--- config.mk ---
export PLATFORM = sky130hd
export DESIGN_NAME = v8_peak_detector
export DESIGN_NICKNAME = d
export VERILOG_FILES = /design/src/rtl/v8_peak_detector.sv
export SDC_FILE = /design/constraint.sdc
export NUM_CORES = 1
export LEC_CHECK = 0
export ABC_AREA = 1
export CAP_MARGIN = 10
export CORE_MARGIN = 5
export CORE_UTILIZATION = 40
export CTS_CLUSTER_DIAMETER = 200
export CTS_CLUSTER_SIZE = 25
export DETAILED_ROUTE_END_ITERATION = 12
export GPL_ROUTABILITY_DRIVEN = 0
export HOLD_SLACK_MARGIN = 0.02
export PLACE_DENSITY = 0.65
export SLEW_MARGIN = 20
export SYNTH_ARGS = -nofsm -noshare
export SYNTH_HDL_FRONTEND = slang
export SYNTH_SLANG_ARGS = --single-unit
--- constraint.sdc ---
create_clock -name clk -period 11 [get_ports clk]
set_input_delay 2.2 -clock clk [delete_from_list [all_inputs] [get_ports clk]]
set_output_delay 2.2 -clock clk [all_outputs]
set_load 0.005 [all_outputs]
--- src/rtl/v8_peak_detector.sv ---
// Peak detector for the v8 shaper stream: qualifies pulses above a threshold and
// queues {peak amplitude, peak timestamp, time-over-threshold} events in a FWFT FIFO.
module v8_peak_detector #(
    parameter int DATA_W     = 16,
    parameter int TS_W       = 32,
    parameter int FIFO_DEPTH = 4,
    parameter int HOLDOFF    = 16,
    parameter int MIN_WIDTH  = 2
) (
    input  logic                     clk,
    input  logic                     reset,
    input  logic signed [DATA_W-1:0] filter_data,
    input  logic signed [DATA_W-1:0] threshold,
    input  logic                     enable,
    output logic                     event_valid,
    input  logic                     event_ready,
    output logic signed [DATA_W-1:0] event_amp,
    output logic [TS_W-1:0]          event_ts,
    output logic [7:0]               event_width,
    output logic [15:0]              overflow_cnt,
    output logic                     busy
);

    localparam int PTR_W = (FIFO_DEPTH > 1) ? $clog2(FIFO_DEPTH) : 1;
    localparam int HC_W  = (HOLDOFF > 1) ? $clog2(HOLDOFF) : 1;
    localparam logic [7:0]       MIN_W8    = 8'(MIN_WIDTH);
    localparam logic [HC_W-1:0]  HOLD_INIT = HC_W'(HOLDOFF - 1);
    localparam logic [PTR_W:0]   DEPTH_C   = (PTR_W + 1)'(FIFO_DEPTH);

    typedef enum logic [1:0] {IDLE, ABOVE, HOLD} state_t;

    state_t                     state_q;
    logic [TS_W-1:0]            ts_q;
    logic signed [DATA_W-1:0]   peak_q;
    logic [TS_W-1:0]            peakTs_q;
    logic [7:0]                 width_q;
    logic [HC_W-1:0]            hcnt_q;
    logic signed [DATA_W-1:0]   memAmp_q   [FIFO_DEPTH];
    logic [TS_W-1:0]            memTs_q    [FIFO_DEPTH];
    logic [7:0]                 memWidth_q [FIFO_DEPTH];
    logic [PTR_W-1:0]           wrPtr_q;
    logic [PTR_W-1:0]           rdPtr_q;
    logic [PTR_W:0]             count_q;
    logic [15:0]                ovf_q;

    logic       above;
    logic       full;
    logic       pushReq;
    logic       popReq;
    logic       pushOk;
    logic [7:0] widthInc_d;

    always_comb begin
        above      = filter_data > threshold;
        full       = (count_q == DEPTH_C);
        popReq     = event_valid && event_ready;
        pushReq    = (state_q == ABOVE) && enable && !above && (width_q >= MIN_W8);
        // A full FIFO still accepts the push if the head leaves on the same edge.
        pushOk     = pushReq && (!full || popReq);
        widthInc_d = (width_q == 8'hFF) ? 8'hFF : width_q + 8'd1;
    end

    always_ff @(posedge clk) begin
        if (!reset) begin
            state_q  <= IDLE;
            ts_q     <= '0;
            peak_q   <= '0;
            peakTs_q <= '0;
            width_q  <= '0;
            hcnt_q   <= '0;
            wrPtr_q  <= '0;
            rdPtr_q  <= '0;
            count_q  <= '0;
            ovf_q    <= '0;
            for (int i = 0; i < FIFO_DEPTH; i++) begin
                memAmp_q[i]   <= '0;
                memTs_q[i]    <= '0;
                memWidth_q[i] <= '0;
            end
        end else begin
            ts_q <= ts_q + TS_W'(1);

            case (state_q)
                IDLE: begin
                    if (enable && above) begin
                        state_q  <= ABOVE;
                        peak_q   <= filter_data;
                        peakTs_q <= ts_q;
                        width_q  <= 8'd1;
                    end
                end
                ABOVE: begin
                    if (!enable) begin
                        state_q <= IDLE;
                    end else if (above) begin
                        width_q <= widthInc_d;
                        // Strict compare keeps the first sample of a flat top.
                        if (filter_data > peak_q) begin
                            peak_q   <= filter_data;
                            peakTs_q <= ts_q;
                        end
                    end else if (width_q >= MIN_W8) begin
                        state_q <= (HOLDOFF == 0) ? IDLE : HOLD;
                        hcnt_q  <= HOLD_INIT;
                    end else begin
                        state_q <= IDLE;
                    end
                end
                HOLD: begin
                    if (hcnt_q == '0) begin
                        state_q <= IDLE;
                    end else begin
                        hcnt_q <= hcnt_q - HC_W'(1);
                    end
                end
                default: state_q <= IDLE;
            endcase

            if (pushOk) begin
                memAmp_q[wrPtr_q]   <= peak_q;
                memTs_q[wrPtr_q]    <= peakTs_q;
                memWidth_q[wrPtr_q] <= width_q;
                wrPtr_q             <= wrPtr_q + PTR_W'(1);
            end
            if (pushReq && !pushOk && (ovf_q != 16'hFFFF)) begin
                ovf_q <= ovf_q + 16'd1;
            end
            if (popReq) begin
                rdPtr_q <= rdPtr_q + PTR_W'(1);
            end
            if (pushOk && !popReq) begin
                count_q <= count_q + (PTR_W + 1)'(1);
            end else if (!pushOk && popReq) begin
                count_q <= count_q - (PTR_W + 1)'(1);
            end
        end
    end

    assign event_valid  = (count_q != '0);
    assign event_amp    = memAmp_q[rdPtr_q];
    assign event_ts     = memTs_q[rdPtr_q];
    assign event_width  = memWidth_q[rdPtr_q];
    assign overflow_cnt = ovf_q;
    assign busy         = (state_q != IDLE);

endmodule

Word level (Yosys, flattened, before mapping)
Memory sizes are Yosys's and may differ from the RTL's. A register that Yosys moved wholly into a read port is not among the register bits.
Index checks and enable logic that the tools add are counted.
{"block": "totals", "latchBits": 0, "inputBits": 36, "ram_bits": 224, "register_bits": 117, "out_inout_bits": 74, "romBits": 0, "wordCells": 114, "mem_count": 3}
{"block": "classes", "n_mul": 0, "div": 0, "n_mux": 47, "n_reduce_logical": 29, "n_shift": 0, "n_addsub": 8, "bitwise": 0, "magnitude_cmp": 3, "n_eq_ne": 14}
{"name": "memTs_q", "depth": 4, "word_bits": 32, "read_ports": 1, "rd_clocked_by_memory_dff": 1, "wr": 4, "line": "39", "source": "logic [TS_W-1:0] memTs_q [FIFO_DEPTH];"}
{"name": "memAmp_q", "depth": 4, "word_bits": 16, "read_ports": 1, "rd_clocked_by_memory_dff": 1, "wr": 4, "line": "38", "source": "logic signed [DATA_W-1:0] memAmp_q [FIFO_DEPTH];"}
{"name": "memWidth_q", "depth": 4, "word_bits": 8, "read_ports": 1, "rd_clocked_by_memory_dff": 1, "wr": 4, "line": "40", "source": "logic [7:0] memWidth_q [FIFO_DEPTH];"}
{"op": "$mux W32", "count": 5}
{"op": "$mux W16", "count": 5}
{"op": "$pmux W32 S2", "count": 1}
{"op": "$mux W8", "count": 5}
{"op": "$add A32 B1 Y32 const B", "count": 1}
{"op": "$gt A16 B16 Y1", "count": 2}
{"op": "$pmux W16 S2", "count": 1}
{"op": "$reduce_or A32 Y1", "count": 1}
{"op": "$mux W2", "count": 14}
{"op": "$add A16 B1 Y16 const B", "count": 1}
{"op": "$mux W4", "count": 4}
{"op": "$ne A16 B16 Y1 const B", "count": 1}
{"op": "$pmux W8 S2", "count": 1}
{"op": "$reduce_or A16 Y1", "count": 1}
{"op": "$ne A2 B2 Y1 const B", "count": 6}
{"op": "$logic_and A1 B1 Y1", "count": 10}
{"op": "$reduce_and A5 Y1", "count": 2}
{"op": "$add A8 B1 Y8 const B", "count": 1}
{"op": "$eq A8 B8 Y1 const B", "count": 1}
{"op": "$ge A8 B2 Y1 const B", "count": 1}
{"op": "$pmux W4 S2", "count": 1}
{"op": "$reduce_bool A2 Y1", "count": 4}
{"op": "$reduce_or A8 Y1", "count": 1}
{"op": "$mux W1", "count": 7}
{"op": "18 further kinds", "count": 24}

Logic depth before layout (Yosys ltp)
{"block": "depth", "ltp_word": 10, "ltp_mapped": 22, "ltp_nobuf": 22}

Worst setup path after synthesis
No wires, ideal clock.
{"block": "synth_path", "path_type": "in2reg", "startpoint": "input port threshold[15]", "endpoint": "memory memAmp_q[1][0], enable pin", "stages": 10, "t_required_ns": 10.446, "slack_ns": 2.979, "arrival_ns": 7.467, "n_path_buf": 0, "cell_sequence": "inv_1 -> ha_1 -> nand2_1 -> o21bai_1 -> nand2_1 -> a21oi_2 -> nand3_1 -> nand3_2 -> nand3_4 -> o31ai_1"}
{"element": "start, declared", "line": "13", "source": "input logic signed [DATA_W-1:0] threshold,"}
{"element": "end, declared", "line": "38"}

==> results.sh <==
export IMPL_status="finished, final reports clean"
export IMPL_syn2layout_area_growth_pct=12.3
export IMPL_syn_area_um2=15700
export IMPL_hold_class="reg2reg"
export IMPL_cts_resized=0
export IMPL_drv_slew=0
export IMPL_fmax_mhz=183
export IMPL_rows=72
export IMPL_antenna_found_initial=0
export IMPL_cts_hold_buffers_added=0
export IMPL_p_int_mw=1.95
export IMPL_finish_utilization_pct=45.6
export IMPL_core_area_um2=38700
export IMPL_tightestPinTransition_ns=1.07
export IMPL_ys_ff_latch=343
export IMPL_drc_errors=0
export IMPL_p_sw_share_pct=27.8
export IMPL_cpPeakStageDelay_ns=0.88
export IMPL_grt_pass1_wl_um=62800
export IMPL_worst_path_max_fanout=57
export IMPL_synthesis_nets=1795
export IMPL_nets=1841
export IMPL_dp_cells=2265
export IMPL_leakage_nw=6.02
export IMPL_finalSetupTns_ns=0
export IMPL_vdd_drop_max_mv=0.0764
export IMPL_grt_max_degree=92
export IMPL_endpoint_kind="primary output"
export IMPL_wire_per_inst_um=16.9
export IMPL_cts_tree="built"
export IMPL_period_needed_ns=5.47
export IMPL_synth_edf_count=224
export IMPL_path_buf_inv=3
export IMPL_clk_transition_reported_paths_ns=0.10
export IMPL_max_slew_margin_pct=28.4
export IMPL_vias=12000
export IMPL_clockBufferDepth=3
export IMPL_cp_top_family="buffers and inverters"
export IMPL_wl_um=38800
export IMPL_cp_depth=5
export IMPL_synth_distinct_cells=41
export IMPL_worstPathArrival_ns=3.27
export IMPL_critical_path_required_ns=8.80
export IMPL_drt_iter0_drc=867
export IMPL_worstSetupPathType="reg2out"
export IMPL_cap_viol_max_count=0
export IMPL_ant_nets=0
export IMPL_firstDrtPassIters=5
export IMPL_cts_buffers=17
export IMPL_whs_path_depth=2
export IMPL_drive_gt1_share_pct=4.05
export IMPL_power_density_nw_per_um2=153
export IMPL_power_frac_seq_pct=53.0
export IMPL_track_usage_pct=17.4
export IMPL_dp_hpwl_um=23600
export IMPL_die_x_um=208
export IMPL_synth_area_leaders="edfxtp_1 43%, dfxtp_1 15%, nor2_1 7.2%"
export IMPL_crit_path_start_kind="flop"
export IMPL_antenna_cells=0
export IMPL_portBuffers=109
export IMPL_grt_pass1_vias=11800
export IMPL_yosysTopAreaCellShare_pct=42.8
export IMPL_stdcell_count=2294
export IMPL_clock_skew_ns=0.0125
export IMPL_clock_latency_ns=0.51
export IMPL_ys_flop_type="edfxtp_1"
export IMPL_die_h_um=208
export IMPL_routed_via_density=5.23
export IMPL_cts_sinks=343
export IMPL_hold_viol_final=0
export IMPL_synthArstFlopShare_pct=0
export IMPL_io_pins=110
export IMPL_post_cts_setup_buffers=0
export IMPL_synth_area_per_cell_um2=9.14
export IMPL_rr_worst_depth=8
export IMPL_grt_overflow=0
export IMPL_final_cell_mix="302 x nor2_1, 224 x edfxtp_1, 197 x nand2_1"
export IMPL_power_frac_comb_pct=21.6
export IMPL_fp_dieArea_um2=43400
export IMPL_p_switching_mw=0.751
export IMPL_path_cells="buf_4 > inv_2 > o21ai_0 > o22ai_1 > clkdlybuf4s50_1"
export IMPL_layout_commonest_cell="nor2_1"
export IMPL_clockRootBuffer="clkbuf_16"
export IMPL_cp_slowest_cell="inv_2"
export IMPL_netlist_instances=1720
export IMPL_rsz0062_at_grt="false"
export IMPL_initial_core_util_pct=40.6
export IMPL_p_clk_share_pct=25.4
export IMPL_yosysSeqAreaShare_pct=57.9
export IMPL_ys_warn_count=0
export IMPL_finalSetupViolations=0
export IMPL_h_tree_depth=1
export IMPL_synth_top_area_cell="edfxtp_1"
export IMPL_min_period_over_period_pct=49.8
-- area by class of cell --
class,count,area (um^2)
fillers,3677,21100
flip-flops and latches,343,9110
multi-input cells,1114,5590
repair buffers,125,1210
well taps,518,648
inverters,165,621
clock buffers,28,467
clock inverters,1,8.76
-- logic make-up (layout without fill, tap and decap cells) --
family,Yosys count,after routing,synth area share [%]
xor+xnor,15,15,0.836
simple gates,734,734,20.3
flops,343,343,57.9
buf+inv,263,319,6.79
fa+ha+maj,39,39,3.15
compound gates,326,326,11.0
-- layer usage --
| metal | vias to the layer above | track usage (%) | share of wire, % | wire length (um) |
|---|---|---|---|---|
| met5 | - | 0 | 0 | 0 |
| met4 | 0 | 3.04 | 1.4 | 526 |
| met3 | 35 | 1.79 | 5.1 | 1990 |
| met2 | 258 | 29.4 | 48 | 18600 |
| met1 | 5756 | 24.8 | 46 | 17700 |
| li1 | 5941 | - | - | - |
-- synth_stat cells, types with 16 or more instances --
master / number
a21oi_1: 108
buf_2: 16
clkbuf_1: 73
dfxtp_1: 119
edfxtp_1: 224
ha_1: 38
inv_1: 162
nand2_1: 198
nand3_1: 76
nor2_1: 302
nor3_1: 105
o21ai_0: 152
o22ai_1: 56
-- power groups by stage --
stage | combinational [mW] | sequential, mW | clock [mW]
6_report | 0.584 | 1.43 | 0.687
4_1_cts | 0.594 | 1.43 | 0.705
2_1_floorplan | 0.297 | 1.46 | 0
5_1_grt | 0.641 | 1.44 | 0.757
3_3_place_gp | 0.584 | 1.46 | 0
3_5_place_dp | 0.591 | 1.46 | 0
-- flip-flops by register name, summed over array words and instances, names as in the netlist, named ones only --
register      count
count_q           3
hcnt_q            4
memAmp_q         64
memTs_q         128
memWidth_q       32
overflow_cnt     16
peakTs_q         32
peak_q           16
rdPtr_q           2
state_q           2
ts_q             32
width_q           8
wrPtr_q           2
-- worst reg2reg max path, stage by stage (launching register included) --
cell and delay, ns:
dfxtp_1 0.60, nand3_1 0.19, a31oi_2 0.38, nand3_4 0.24, nor2_8 0.32, nand3_2 0.09
buf_4 0.36, nand2_2 0.15, buf_4 0.64
-- through the flow --
| stage | power [mW] | cell area [um^2] | hold slack (ns) | setup slack [ns] |
|---|---|---|---|---|
| floorplan | 1.76 | 15700 | 0.430 | 2.98 |
| global placement | 2.05 | 17200 | 0.449 | 5.08 |
| detailed placement | 2.06 | 17200 | 0.452 | 5.02 |
| CTS | 2.73 | 17700 | 0.468 | 5.50 |
| global route | 2.84 | 17700 | 0.482 | 5.33 |
| finish | 2.71 | 17700 | 0.466 | 5.53 |
-- final timing paths --
check        slack, ns        from        endpoint
max reg2reg       7.60  state_q[0]  memTs_q[0][29]
min reg2reg       0.47  peak_q[15]      peak_q[15]
max               5.53        flop  event_width[7]
min               0.47  peak_q[15]      peak_q[15]
(Power assumes the default switching activity.)
